## src/rtl/imem_pkg.sv

```systemverilog
// Shared types and constants for the instruction-memory responder.
// Latency: n/a (declarations only).
// Backpressure: n/a.
package imem_pkg;

    localparam int RISCV_WORD = 32;

    // addi x0,x0,0 -- the reset and fill value of the program store
    localparam logic [RISCV_WORD-1:0] NOP_WORD_DFLT = 32'h0000_0013;

    typedef enum logic [1:0] {
        IDLE = 2'd0,
        WAIT = 2'd1,
        RESP = 2'd2
    } state_t;

endpackage

```

## src/rtl/prog_store.sv

```systemverilog
// Program store: DEPTH x 32 flop array, one synchronous write port and one combinational read port.
// Latency: write takes effect at the clock edge; read is combinational (old word visible during a same-cycle write).
// Backpressure: none, writes are always accepted.
// Ports: clk/reset (async active-low, fills every word with INIT), we/waddr/wdata write port, raddr/rdata read port.
module prog_store
    import imem_pkg::*;
#(
    parameter int                    DEPTH = 16,
    parameter logic [RISCV_WORD-1:0] INIT  = NOP_WORD_DFLT
) (
    input  logic                     clk,
    input  logic                     reset,
    input  logic                     we,
    input  logic [$clog2(DEPTH)-1:0] waddr,
    input  logic [RISCV_WORD-1:0]    wdata,
    input  logic [$clog2(DEPTH)-1:0] raddr,
    output logic [RISCV_WORD-1:0]    rdata
);

    logic [RISCV_WORD-1:0] mem_q [DEPTH];

    always_ff @(posedge clk or negedge reset) begin
        if (!reset) begin
            for (int i = 0; i < DEPTH; i++) begin
                mem_q[i] <= INIT;
            end
        end else if (we) begin
            mem_q[waddr] <= wdata;
        end
    end

    assign rdata = mem_q[raddr];

endmodule

```

## src/rtl/imem_prog_responder.sv

```systemverilog
// Instruction-memory responder: address-driven fetch from a loadable program store, one request in flight.
// Latency: LATENCY cycles from request accept to resp_valid (1..4); LATENCY==1 streams one response per cycle.
// Backpressure: response held stable until resp_ready; req_ready only in IDLE, or in RESP while resp_ready is high.
// Ports: clk/reset (async active-low), prog_* store write port, req_* fetch request, resp_* response, busy = not IDLE.
module imem_prog_responder
    import imem_pkg::*;
#(
    parameter int                    DEPTH    = 16,
    parameter int                    LATENCY  = 1,
    parameter logic [RISCV_WORD-1:0] NOP_WORD = NOP_WORD_DFLT
) (
    input  logic                     clk,
    input  logic                     reset,
    input  logic                     prog_we,
    input  logic [$clog2(DEPTH)-1:0] prog_addr,
    input  logic [RISCV_WORD-1:0]    prog_wdata,
    input  logic                     req_valid,
    output logic                     req_ready,
    input  logic [31:0]              req_addr,
    output logic                     resp_valid,
    input  logic                     resp_ready,
    output logic [RISCV_WORD-1:0]    resp_data,
    output logic [31:0]              resp_addr,
    output logic                     resp_err,
    output logic                     busy
);

    localparam int         AW       = $clog2(DEPTH);
    localparam logic [1:0] CNT_LOAD = 2'(LATENCY - 1);

    state_t                state_q, state_d;
    logic [1:0]            cnt_q, cnt_d;
    logic [RISCV_WORD-1:0] data_q;
    logic [31:0]           addr_q;
    logic                  err_q;

    logic                  accept;
    logic                  misaligned;
    logic [AW-1:0]         rd_idx;
    logic [RISCV_WORD-1:0] rd_word;

    // Higher address bits are dropped, so fetches wrap modulo DEPTH*4 bytes.
    assign rd_idx     = req_addr[2 +: AW];
    assign misaligned = (req_addr[1:0] != 2'b00);

    prog_store #(
        .DEPTH (DEPTH),
        .INIT  (NOP_WORD)
    ) u_store (
        .clk   (clk),
        .reset (reset),
        .we    (prog_we),
        .waddr (prog_addr),
        .wdata (prog_wdata),
        .raddr (rd_idx),
        .rdata (rd_word)
    );

    // Gated by reset so nothing looks acceptable while reset is held.
    assign req_ready  = reset && ((state_q == IDLE) || ((state_q == RESP) && resp_ready));
    assign accept     = req_valid && req_ready;
    assign resp_valid = (state_q == RESP);
    assign busy       = (state_q != IDLE);
    assign resp_data  = data_q;
    assign resp_addr  = addr_q;
    assign resp_err   = err_q;

    always_comb begin
        state_d = state_q;
        cnt_d   = cnt_q;
        case (state_q)
            IDLE: begin
                if (accept) begin
                    cnt_d   = CNT_LOAD;
                    state_d = (LATENCY == 1) ? RESP : WAIT;
                end
            end
            WAIT: begin
                cnt_d = cnt_q - 2'd1;
                if (cnt_q == 2'd1) begin
                    state_d = RESP;
                end
            end
            RESP: begin
                if (resp_ready) begin
                    if (accept) begin
                        cnt_d   = CNT_LOAD;
                        state_d = (LATENCY == 1) ? RESP : WAIT;
                    end else begin
                        state_d = IDLE;
                    end
                end
            end
            default: begin
                state_d = IDLE;
                cnt_d   = 2'd0;
            end
        endcase
    end

    always_ff @(posedge clk or negedge reset) begin
        if (!reset) begin
            state_q <= IDLE;
            cnt_q   <= 2'd0;
        end else begin
            state_q <= state_d;
            cnt_q   <= cnt_d;
        end
    end

    // Captured at accept from the pre-edge store contents, so a same-cycle
    // write to the fetched index returns the old word and later writes never
    // disturb a response already in flight.
    always_ff @(posedge clk or negedge reset) begin
        if (!reset) begin
            data_q <= NOP_WORD;
            addr_q <= 32'd0;
            err_q  <= 1'b0;
        end else if (accept) begin
            data_q <= misaligned ? NOP_WORD : rd_word;
            addr_q <= req_addr;
            err_q  <= misaligned;
        end
    end

endmodule

```

## config.mk

```make
export PLATFORM = sky130hd
export DESIGN_NAME = imem_prog_responder
export DESIGN_NICKNAME = d
export VERILOG_FILES = /design/src/rtl/imem_pkg.sv /design/src/rtl/prog_store.sv /design/src/rtl/imem_prog_responder.sv
export SDC_FILE = /design/constraint.sdc
export NUM_CORES = 1
export LEC_CHECK = 0
export ABC_AREA = 0
export CORE_UTILIZATION = 60
export CTS_CLUSTER_DIAMETER = 150
export DETAILED_ROUTE_END_ITERATION = 8
export PLACE_DENSITY = 0.8
export SYNTH_ARGS = -nofsm -noshare
export SYNTH_HDL_FRONTEND = slang
export SYNTH_HIERARCHICAL = 1
export SYNTH_SLANG_ARGS = --single-unit
```

## constraint.sdc

```tcl
create_clock -name clk -period 3.6 [get_ports clk]
set_input_delay 0.36 -clock clk [delete_from_list [all_inputs] [get_ports clk]]
set_output_delay 0.36 -clock clk [all_outputs]
set_load 0.01 [all_outputs]
```

==> results of run 1 <==
[worst max path at each step]
stage / start / to / depth (start not counted)
floorplan: req_addr[2] / resp_data[0] / 7
global placement: prog_addr[3] / u_store/mem_q[354] / 4
detailed placement: prog_addr[3] / u_store/mem_q[354] / 4
CTS: reset / req_ready / 4
global route: reset / req_ready / 4
finish: reset / req_ready / 4
[layout make-up]
type                    count  area, um2
well taps                 539        674
fillers                  2764      12500
repair buffers            175       1820
inverters                  30        113
clock inverters            17        166
flip-flops and latches    578      14500
clock buffers              88       1760
multi-input cells         867      10500
[worst reg2reg max path: stages (launching register included)]
cell and delay [ns]:
dfstp_2 0.37, mux4_2 0.47, a22oi_1 0.29, nand2_1 0.10
or3_1 0.32, mux2_4 0.26
[power by group through the flow]
stage               clock [W]  combinational (W)  sequential [W]
global placement            0            0.00302         0.00872
finish                0.00603            0.00314         0.00875
global route          0.00638            0.00339         0.00893
detailed placement          0            0.00315         0.00884
floorplan                   0            0.00226         0.00864
CTS                   0.00615            0.00318         0.00874
[registers in the layout (all words and copies together), names as in the netlist]
register / cells
resp_err: 1
resp_data: 32
state_q: 1
resp_addr: 32
u_store/mem_q: 512
[logic make-up after synthesis]
group	synth area share, %
AO/OA/AOI/OAI	1.87
buffers and inverters	2.94
flip-flops	56.7
multiplexers	36.8
AND/OR/NAND/NOR	1.74
[cells in the final DEF, fill, tap and decap left out, types with 2 or more instances in the layout]
cell               n
buf_4             23
nand3b_1           4
nor2_4            11
inv_1             30
mux2_4            20
bufinv_16          3
mux2_2           483
mux2_1            44
mux4_2           128
or3_1              3
or3_2              3
clkdlybuf4s50_1  137
nand2_1           64
dfrtp_1          527
buf_12            12
nor2b_4            3
clkinv_2          12
dfstp_2           51
clkbuf_1          12
mux2i_1           30
clkbuf_8          18
nand2b_1           2
clkbuf_16         59
a22oi_1           64
[stage by stage]
stage | cell area (um2) | std cells | setup slack [ns] | total power (W) | hold slack, ns
final | 29500 | 2294 | 1.23 | 0.0179 | 0.248
after global routing | 29500 | 2294 | 1.13 | 0.0187 | 0.255
after CTS | 29500 | 2294 | 1.20 | 0.0181 | 0.237
after detailed placement | 27600 | 2188 | 0.740 | 0.0120 | 0.292
after global placement | 27600 | 2188 | 0.809 | 0.0117 | 0.288
after floorplan | 25600 | 1615 | 1.32 | 0.0109 | 0.0644
[routing by layer]
| layer | vias to the layer above | wire, um |
|---|---|---|
| met1 | 7823 | 24900 |
| met5 | - | 13 |
| met3 | 95 | 2730 |
| met4 | 2 | 1150 |
| met2 | 330 | 28000 |
| li1 | 6115 | - |
[timing repair]
| action | CTS | global route |
|---|---|---|
| hold endpoints to repair | 40 | 0 |
| resized for setup | 0 | 0 |
| hold buffers | 1 | 0 |
==> impl_metrics.py, run 1 <==
metrics = {
    "global_route": {
        "grt_max_degree": 174,
        "met3_usage_pct": 4.51,
        "grt_use_met2_pct": 44.0,
        "gr-total-overflow": 0,
        "antenna_found_initial": 1,
        "track_usage_pct": 27.3,
        "busiest_layer": "met2",
        "first_global_vias": 15600,
        "grt_pass1_wl_um": 91200,
        "use_met1_pct": 39.1,
    },
    "power": {
        "peakVddDrop_mv": 0.451,
        "netSwitchingFraction_pct": 24.2,
        "p_per_area_nw_per_um2": 607,
        "power.share.clock_pct": 33.6,
        "p_comb_share_pct": 17.5,
        "seq_power_share_pct": 48.8,
        "p_sw_w": 0.00433,
        "leakage_nw": 12.5,
        "p_int_w": 0.0136,
    },
    "critical_path": {
        "r2r_cells": 5,
        "cp_top_family": "buffers and inverters",
        "cp_cell_sequence": "dlygate4sd3_1 > buf_8 > and2_1 > clkdlybuf4s50_1",
        "timing.rr.start": "u_store/mem_q[384]",
        "cpMaxStageDelayCell": "dlygate4sd3_1",
        "r2r-end": "resp_data[0]",
        "endpoint_kind": "output port",
        "path_buf_inv": 3,
        "critPathMaxFanout": 46,
        "crit_type": "input port to output port",
        "cp_data_arrival_time_ns": 2.01,
        "cp_slowest_stage_delay_ns": 0.56,
        "cp.required_ns": 3.24,
        "startpoint_type": "input port",
        "reg2reg_slack_ns": 1.72,
    },
    "final_layout": {
        "final_nets": 1782,
        "post-route-util_pct": 70.2,
        "areaGrowthSynthToFinish_pct": 15.2,
        "antenna_cells": 0,
        "drive_gt1_share_pct": 47.5,
    },
    "sta": {
        "fmax_mhz": 422,
        "clock_skew_ns": 0.0217,
        "fin_crit_sh_pct": 65.9,
        "finalMaxSlewViolations": 0,
        "tns_ns": 0,
        "slew_headroom_pct": 17.1,
        "finalHoldViolations": 0,
        "period_needed_ns": 2.37,
        "tightest_slew_ns": 1.24,
        "setup_violations": 0,
        "rsz0062_at_grt": "no",
    },
    "min_path": {
        "min_path_type": "input port to asynchronous set/reset pin",
    },
    "synthesis": {
        "synthArstFlopShare_pct": 100,
        "synthMostInstantiatedCell": "dfrtp_1",
        "syn_nets": 1688,
        "postSynthCellCount": 1615,
        "yosysSeqAreaShare_pct": 56.7,
        "synth.avg_cell_area_um2": 15.9,
        "synth_area_um2": 25600,
        "synth_top_area_share_pct": 51.5,
        "ys.flop_type": "dfrtp_1",
        "synth_edf_count": 0,
        "yosys_warnings": 6,
        "synth_top_cell_by_area": "dfrtp_1",
        "yosys_register_bits": 578,
        "synth_common_cells": "527 x dfrtp_1, 483 x mux2_2, 128 x mux4_2, 66 x clkbuf_1, 65 x nand2_1",
        "synthTopCellsByArea": "dfrtp_1 51%, mux2_2 21%, mux4_2 11%",
        "ys_types": 26,
    },
    "clock_network": {
        "h-tree-depth": 2,
        "numCtsBuffers": 57,
        "cts_tree": "done",
        "clkSinkCount": 578,
        "clock_latency_ns": 0.62,
        "post_cts_buffers": 0,
        "clockRootBuffer": "clkbuf_16",
        "clk_pin_slew_worst_paths_ns": 0.06,
        "clock_path_buffers": 3,
    },
    "placed_design": {
        "gp_congestion": 0.728,
        "io_buffers": 140,
        "hpwl_um": 32000,
    },
    "flow_run": {
        "maxCapViolCount": 0,
    },
    "drt": {
        "drt_first_pass_iters": 4,
        "drt-initial-drc-count": 879,
        "vias_per_cell": 6.26,
        "vias": 14400,
        "drt.antenna.violating_nets": 0,
        "drc": 0,
        "drt_wl_total_um": 56800,
        "wl_per_cell_um": 24.7,
    },
    "floorplanning": {
        "io_pins": 141,
        "die_area_um2": 43500,
        "start_util_pct": 61.0,
        "coreArea_um2": 42000,
        "die_x_um": 209,
        "rows": 75,
        "chipHeight_um": 209,
    },
    "status": {
        "status": "finished, final reports clean",
    },
}
(Power assumes the default switching activity.)
==> run 2: changes to the inputs <==
Settings changed: CORE_UTILIZATION 60 to 54, PLACE_DENSITY 0.8 to 0.76.
Clock period 3.6 ns to 2 ns, I/O delays scaled along.
==> run 2 against run 1 <==
The run now ends with DRC left. Via count grew 2.0%. Critical path type is now flop to output port. Largest cell class unchanged. Register-to-register slack lost 1.5 ns. Hold slack lost 0.050 ns. First-iteration DRC count grew 4.6%. Largest power group unchanged. Global-route usage shrank 0.76 points.
==> impl_metrics.py, run 2 (synthesized netlist as in run 1, its figures left out) <==
metrics = {
    "final_layout": {
        "final_nets": 1844,
        "largest_reg_flops": 512,
        "top_register": "u_store/mem_q",
        "post-route-util_pct": 65.4,
        "final_common_cell": "dfrtp_1",
        "drive_gt1_share_pct": 49.2,
        "areaGrowthSynthToFinish_pct": 19.1,
        "layout_common_cells": "527 x dfrtp_1, 483 x mux2_2, 136 x clkdlybuf4s50_1",
    },
    "floorplanning": {
        "die_x_um": 220,
        "coreArea_um2": 46700,
        "chipHeight_um": 220,
        "die_area_um2": 48300,
        "io_pins": 141,
        "rows": 79,
        "start_util_pct": 54.9,
    },
    "drt": {
        "vias_per_cell": 6.03,
        "drt.antenna.violating_nets": 0,
        "wl_per_cell_um": 25.3,
        "drt_wl_total_um": 61400,
        "drc": 22,
        "drt_first_pass_iters": 7,
        "drt-initial-drc-count": 919,
        "vias": 14600,
    },
    "clock_network": {
        "clockRootBuffer": "clkbuf_16",
        "clkSinkCount": 578,
        "post_cts_buffers": 0,
        "cts_tree": "done",
        "clk_pin_slew_worst_paths_ns": 0.06,
        "h-tree-depth": 2,
        "clock_path_buffers": 3,
        "clock_latency_ns": 0.62,
        "numCtsBuffers": 59,
    },
    "sta": {
        "setup_violations": 0,
        "fmax_mhz": 516,
        "tightest_slew_ns": 0.914,
        "fin_crit_sh_pct": 96.8,
        "period_needed_ns": 1.94,
        "rsz0062_at_grt": "no",
        "finalHoldViolations": 0,
        "clock_skew_ns": 0.0191,
        "finalMaxSlewViolations": 0,
        "layout_setup_ws_ns": 0.0636,
        "slew_headroom_pct": 39.0,
    },
    "critical_path": {
        "endpoint_kind": "output port",
        "critPathMaxFanout": 2,
        "path_buf_inv": 1,
        "cp_top_family": "flip-flops",
        "timing.rr.start": "u_store/mem_q[384]",
        "cp_slowest_stage_delay_ns": 0.56,
        "crit_type": "flop to output port",
        "cp.required_ns": 1.80,
        "startpoint_type": "flop",
        "cpMaxStageDelayCell": "dfstp_2",
        "cp_data_arrival_time_ns": 1.74,
        "startpoint": "resp_data[1]",
        "cp_cell_sequence": "clkdlybuf4s50_1",
    },
    "global_route": {
        "gr-total-overflow": 0,
        "track_usage_pct": 26.5,
        "grt_max_degree": 177,
        "first_global_vias": 15900,
        "antenna_found_initial": 1,
        "grt_pass1_wl_um": 96400,
    },
    "placed_design": {
        "gp_congestion": 0.814,
        "io_buffers": 140,
        "hpwl_um": 37700,
        "pre_cts_ws_ns": -0.201,
    },
    "power": {
        "leakage_nw": 13.0,
        "peakVddDrop_mv": 0.748,
        "p_per_area_nw_per_um2": 1080,
    },
    "status": {
        "violations": "DRC",
        "status": "finished, violations left",
    },
    "min_path": {
        "hold_start": "req_addr[28]",
        "min_path_type": "input port to flop",
    },
    "flow_run": {
        "maxCapViolCount": 0,
    },
}
## run 2: layout make-up
type / count / area [um2]
Clock inverter: 25 / 312
Timing Repair Buffer: 235 / 2660
Antenna cell: 1 / 2.50
Tap cell: 607 / 759
Multi-Input combinational cell: 867 / 10500
Sequential cell: 578 / 14500
Inverter: 30 / 113
Fill cell: 3299 / 16100
Clock buffer: 84 / 1700
## run 2: final timing paths
kind / to / slack [ns] / cells past startpoint
max in group asynchronous: u_store/mem_q[227] / 0.88 / 3
min in group asynchronous: resp_addr[31] / 0.31 / 3
max: resp_data[1] / 0.06 / 1
min reg2reg: u_store/mem_q[326] / 0.49 / 1
min: resp_addr[28] / 0.20 / 2
max reg2reg: resp_data[0] / 0.18 / 5
## run 2: routing by layer
metal / global-route usage, % / share of wire [%]
met5: 0 / 0
met3: 3.37 / 4.3
met1: 35.8 / 43
met2: 45.0 / 51
met4: 8.28 / 2.5
## run 2: power by group
part	switching, W	total [W]	internal, W
Clock	0.00456	0.0114	0.00681
Sequential	0.00131	0.0158	0.0145
Combinational	0.00218	0.00590	0.00372
## run 2: through the flow
stage	total power, W	instance area [um2]	TNS (ns)	cells	hold slack, ns
floorplan	0.0196	25700	0	1615	-0.0956
global placement	0.0214	28500	-9.48	2316	0.341
detailed placement	0.0218	28500	-19.47	2316	0.347
CTS	0.0333	30500	0	2426	0.173
global route	0.0344	30500	0	2427	0.193
finish	0.0330	30500	0	2427	0.199
## run 2: repair_timing
action / CTS / global route
setup endpoints to repair: 0 / 1
hold buffers: 1 / 0
endpoints found under the hold margin: 528 / 0
gates resized for setup: 0 / 1
==> run 3: changes to the inputs <==
Settings changed: SETUP_SLACK_MARGIN set to 0.1, SLEW_MARGIN set to 20.
==> run 3 against run 2 <==
The run still ends with DRC left. Highest routed layer is now met5. Core utilization is essentially flat. Final area is essentially flat. Final cell count is essentially flat. Largest cell class unchanged. Sequential power is essentially flat. Total power grew 0.31%. Clock power is essentially flat.
==> impl_metrics.py, run 3 (synthesized netlist as in run 1, its figures left out) <==
metrics = {
    "global_route": {
        "antenna_found_initial": 1,
        "track_usage_pct": 25.9,
        "first_global_vias": 15900,
        "grt_pass1_wl_um": 94400,
        "grt_max_degree": 185,
        "gr-total-overflow": 0,
    },
    "critical_path": {
        "startpoint_type": "flop",
        "endpoint_kind": "output port",
        "cp.required_ns": 1.80,
        "critPathMaxFanout": 2,
        "cp_cell_sequence": "clkdlybuf4s50_1",
        "path_buf_inv": 1,
        "cp_top_family": "buffers and inverters",
        "cpMaxStageDelayCell": "clkdlybuf4s50_1",
        "crit_type": "flop to output port",
        "cp_slowest_stage_delay_ns": 0.56,
        "reg2reg_slack_ns": 0.19,
        "cp_data_arrival_time_ns": 1.62,
    },
    "final_layout": {
        "final_nets": 1840,
        "post-route-util_pct": 65.5,
        "areaGrowthSynthToFinish_pct": 19.2,
        "finalNonFillerCells": 2425,
        "layout_common_cells": "525 x dfrtp_1, 483 x mux2_2, 133 x clkdlybuf4s50_1",
        "finalInstanceArea_um2": 30600,
        "drive_gt1_share_pct": 49.6,
        "antenna_cells": 0,
        "top_register": "u_store/mem_q",
        "final_common_cell": "dfrtp_1",
        "largest_reg_flops": 512,
    },
    "floorplanning": {
        "rows": 79,
        "start_util_pct": 54.9,
        "io_pins": 141,
        "coreArea_um2": 46700,
        "chipHeight_um": 220,
        "die_area_um2": 48300,
        "die_x_um": 220,
    },
    "power": {
        "peakVddDrop_mv": 0.783,
        "p_per_area_nw_per_um2": 1080,
        "leakage_nw": 13.0,
    },
    "status": {
        "status": "finished, violations left",
        "violations": "DRC",
    },
    "sta": {
        "finalHoldWorstSlack_ns": 0.201,
        "slew_headroom_pct": 33.9,
        "period_needed_ns": 1.82,
        "fmax_mhz": 550,
        "tns_ns": 0,
        "fin_crit_sh_pct": 91.0,
        "rsz0062_at_grt": "no",
        "finalMaxSlewViolations": 0,
        "tightest_slew_ns": 0.992,
        "setup_violations": 0,
        "finalHoldViolations": 0,
        "clock_skew_ns": 0.0159,
    },
    "drt": {
        "drc": 22,
        "drt-initial-drc-count": 977,
        "vias": 14500,
        "drt.antenna.violating_nets": 0,
        "drt_wl_total_um": 59600,
        "wl_per_cell_um": 24.6,
        "drt_first_pass_iters": 6,
        "vias_per_cell": 5.99,
    },
    "placed_design": {
        "place_inst": 2311,
        "place_area_um2": 28400,
        "io_buffers": 140,
        "hpwl_um": 36300,
        "gp_congestion": 0.771,
    },
    "clock_network": {
        "clk_pin_slew_worst_paths_ns": 0.06,
        "clockRootBuffer": "clkbuf_16",
        "clock_path_buffers": 3,
        "clkSinkCount": 578,
        "h-tree-depth": 2,
        "numCtsBuffers": 59,
        "cts_tree": "done",
        "clock_latency_ns": 0.62,
    },
    "min_path": {
        "min_path_type": "input port to flop",
    },
    "flow_run": {
        "maxCapViolCount": 0,
    },
}
## run 3: what timing repair did
action,4_1_cts,5_1_grt
gates resized for setup,5,4
setup endpoints to repair,5,4
buffers inserted,0,0
endpoints found under the hold margin,490,0
hold buffers,2,0
## run 3: layer usage
metal | global-route usage (%) | part of all wire, %
met1 | 34.5 | 42
met2 | 44.2 | 51
met3 | 3.52 | 3.7
met4 | 8.05 | 2.7
met5 | 0 | 0.022
## run 3: cell type report
class / count / area (um2)
multi-input combinational: 867 / 10500
clock inverter: 24 / 293
fill: 3248 / 16100
tap: 607 / 759
clock buffer: 88 / 1800
inverter: 30 / 113
sequential: 578 / 14500
timing repair buffer: 231 / 2590
## run 3: report_power, final
| group | internal [W] | total, W | switching (W) |
|---|---|---|---|
| Clock | 0.00700 | 0.0116 | 0.00459 |
| Sequential | 0.0145 | 0.0158 | 0.00131 |
| Combinational | 0.00370 | 0.00577 | 0.00208 |
## run 3: final timing paths
check,endpoint,startpoint,cells after the start
worst max-delay path,resp_data[19],resp_data[19],1
max in group asynchronous,u_store/mem_q[66],reset,3
worst min register to register,u_store/mem_q[343],u_store/mem_q[343],1
worst min-delay path,resp_addr[12],req_addr[12],2
min in group asynchronous,u_store/mem_q[454],reset,3
worst max register to register,resp_data[1],u_store/mem_q[385],5
## run 3: through the flow
| stage | total power, W | setup slack, ns |
|---|---|---|
| global placement | 0.0213 | -0.123 |
| detailed placement | 0.0217 | -0.173 |
| floorplan | 0.0196 | 0.101 |
| finish | 0.0331 | 0.181 |
| global route | 0.0346 | 0.125 |
| CTS | 0.0334 | 0.111 |
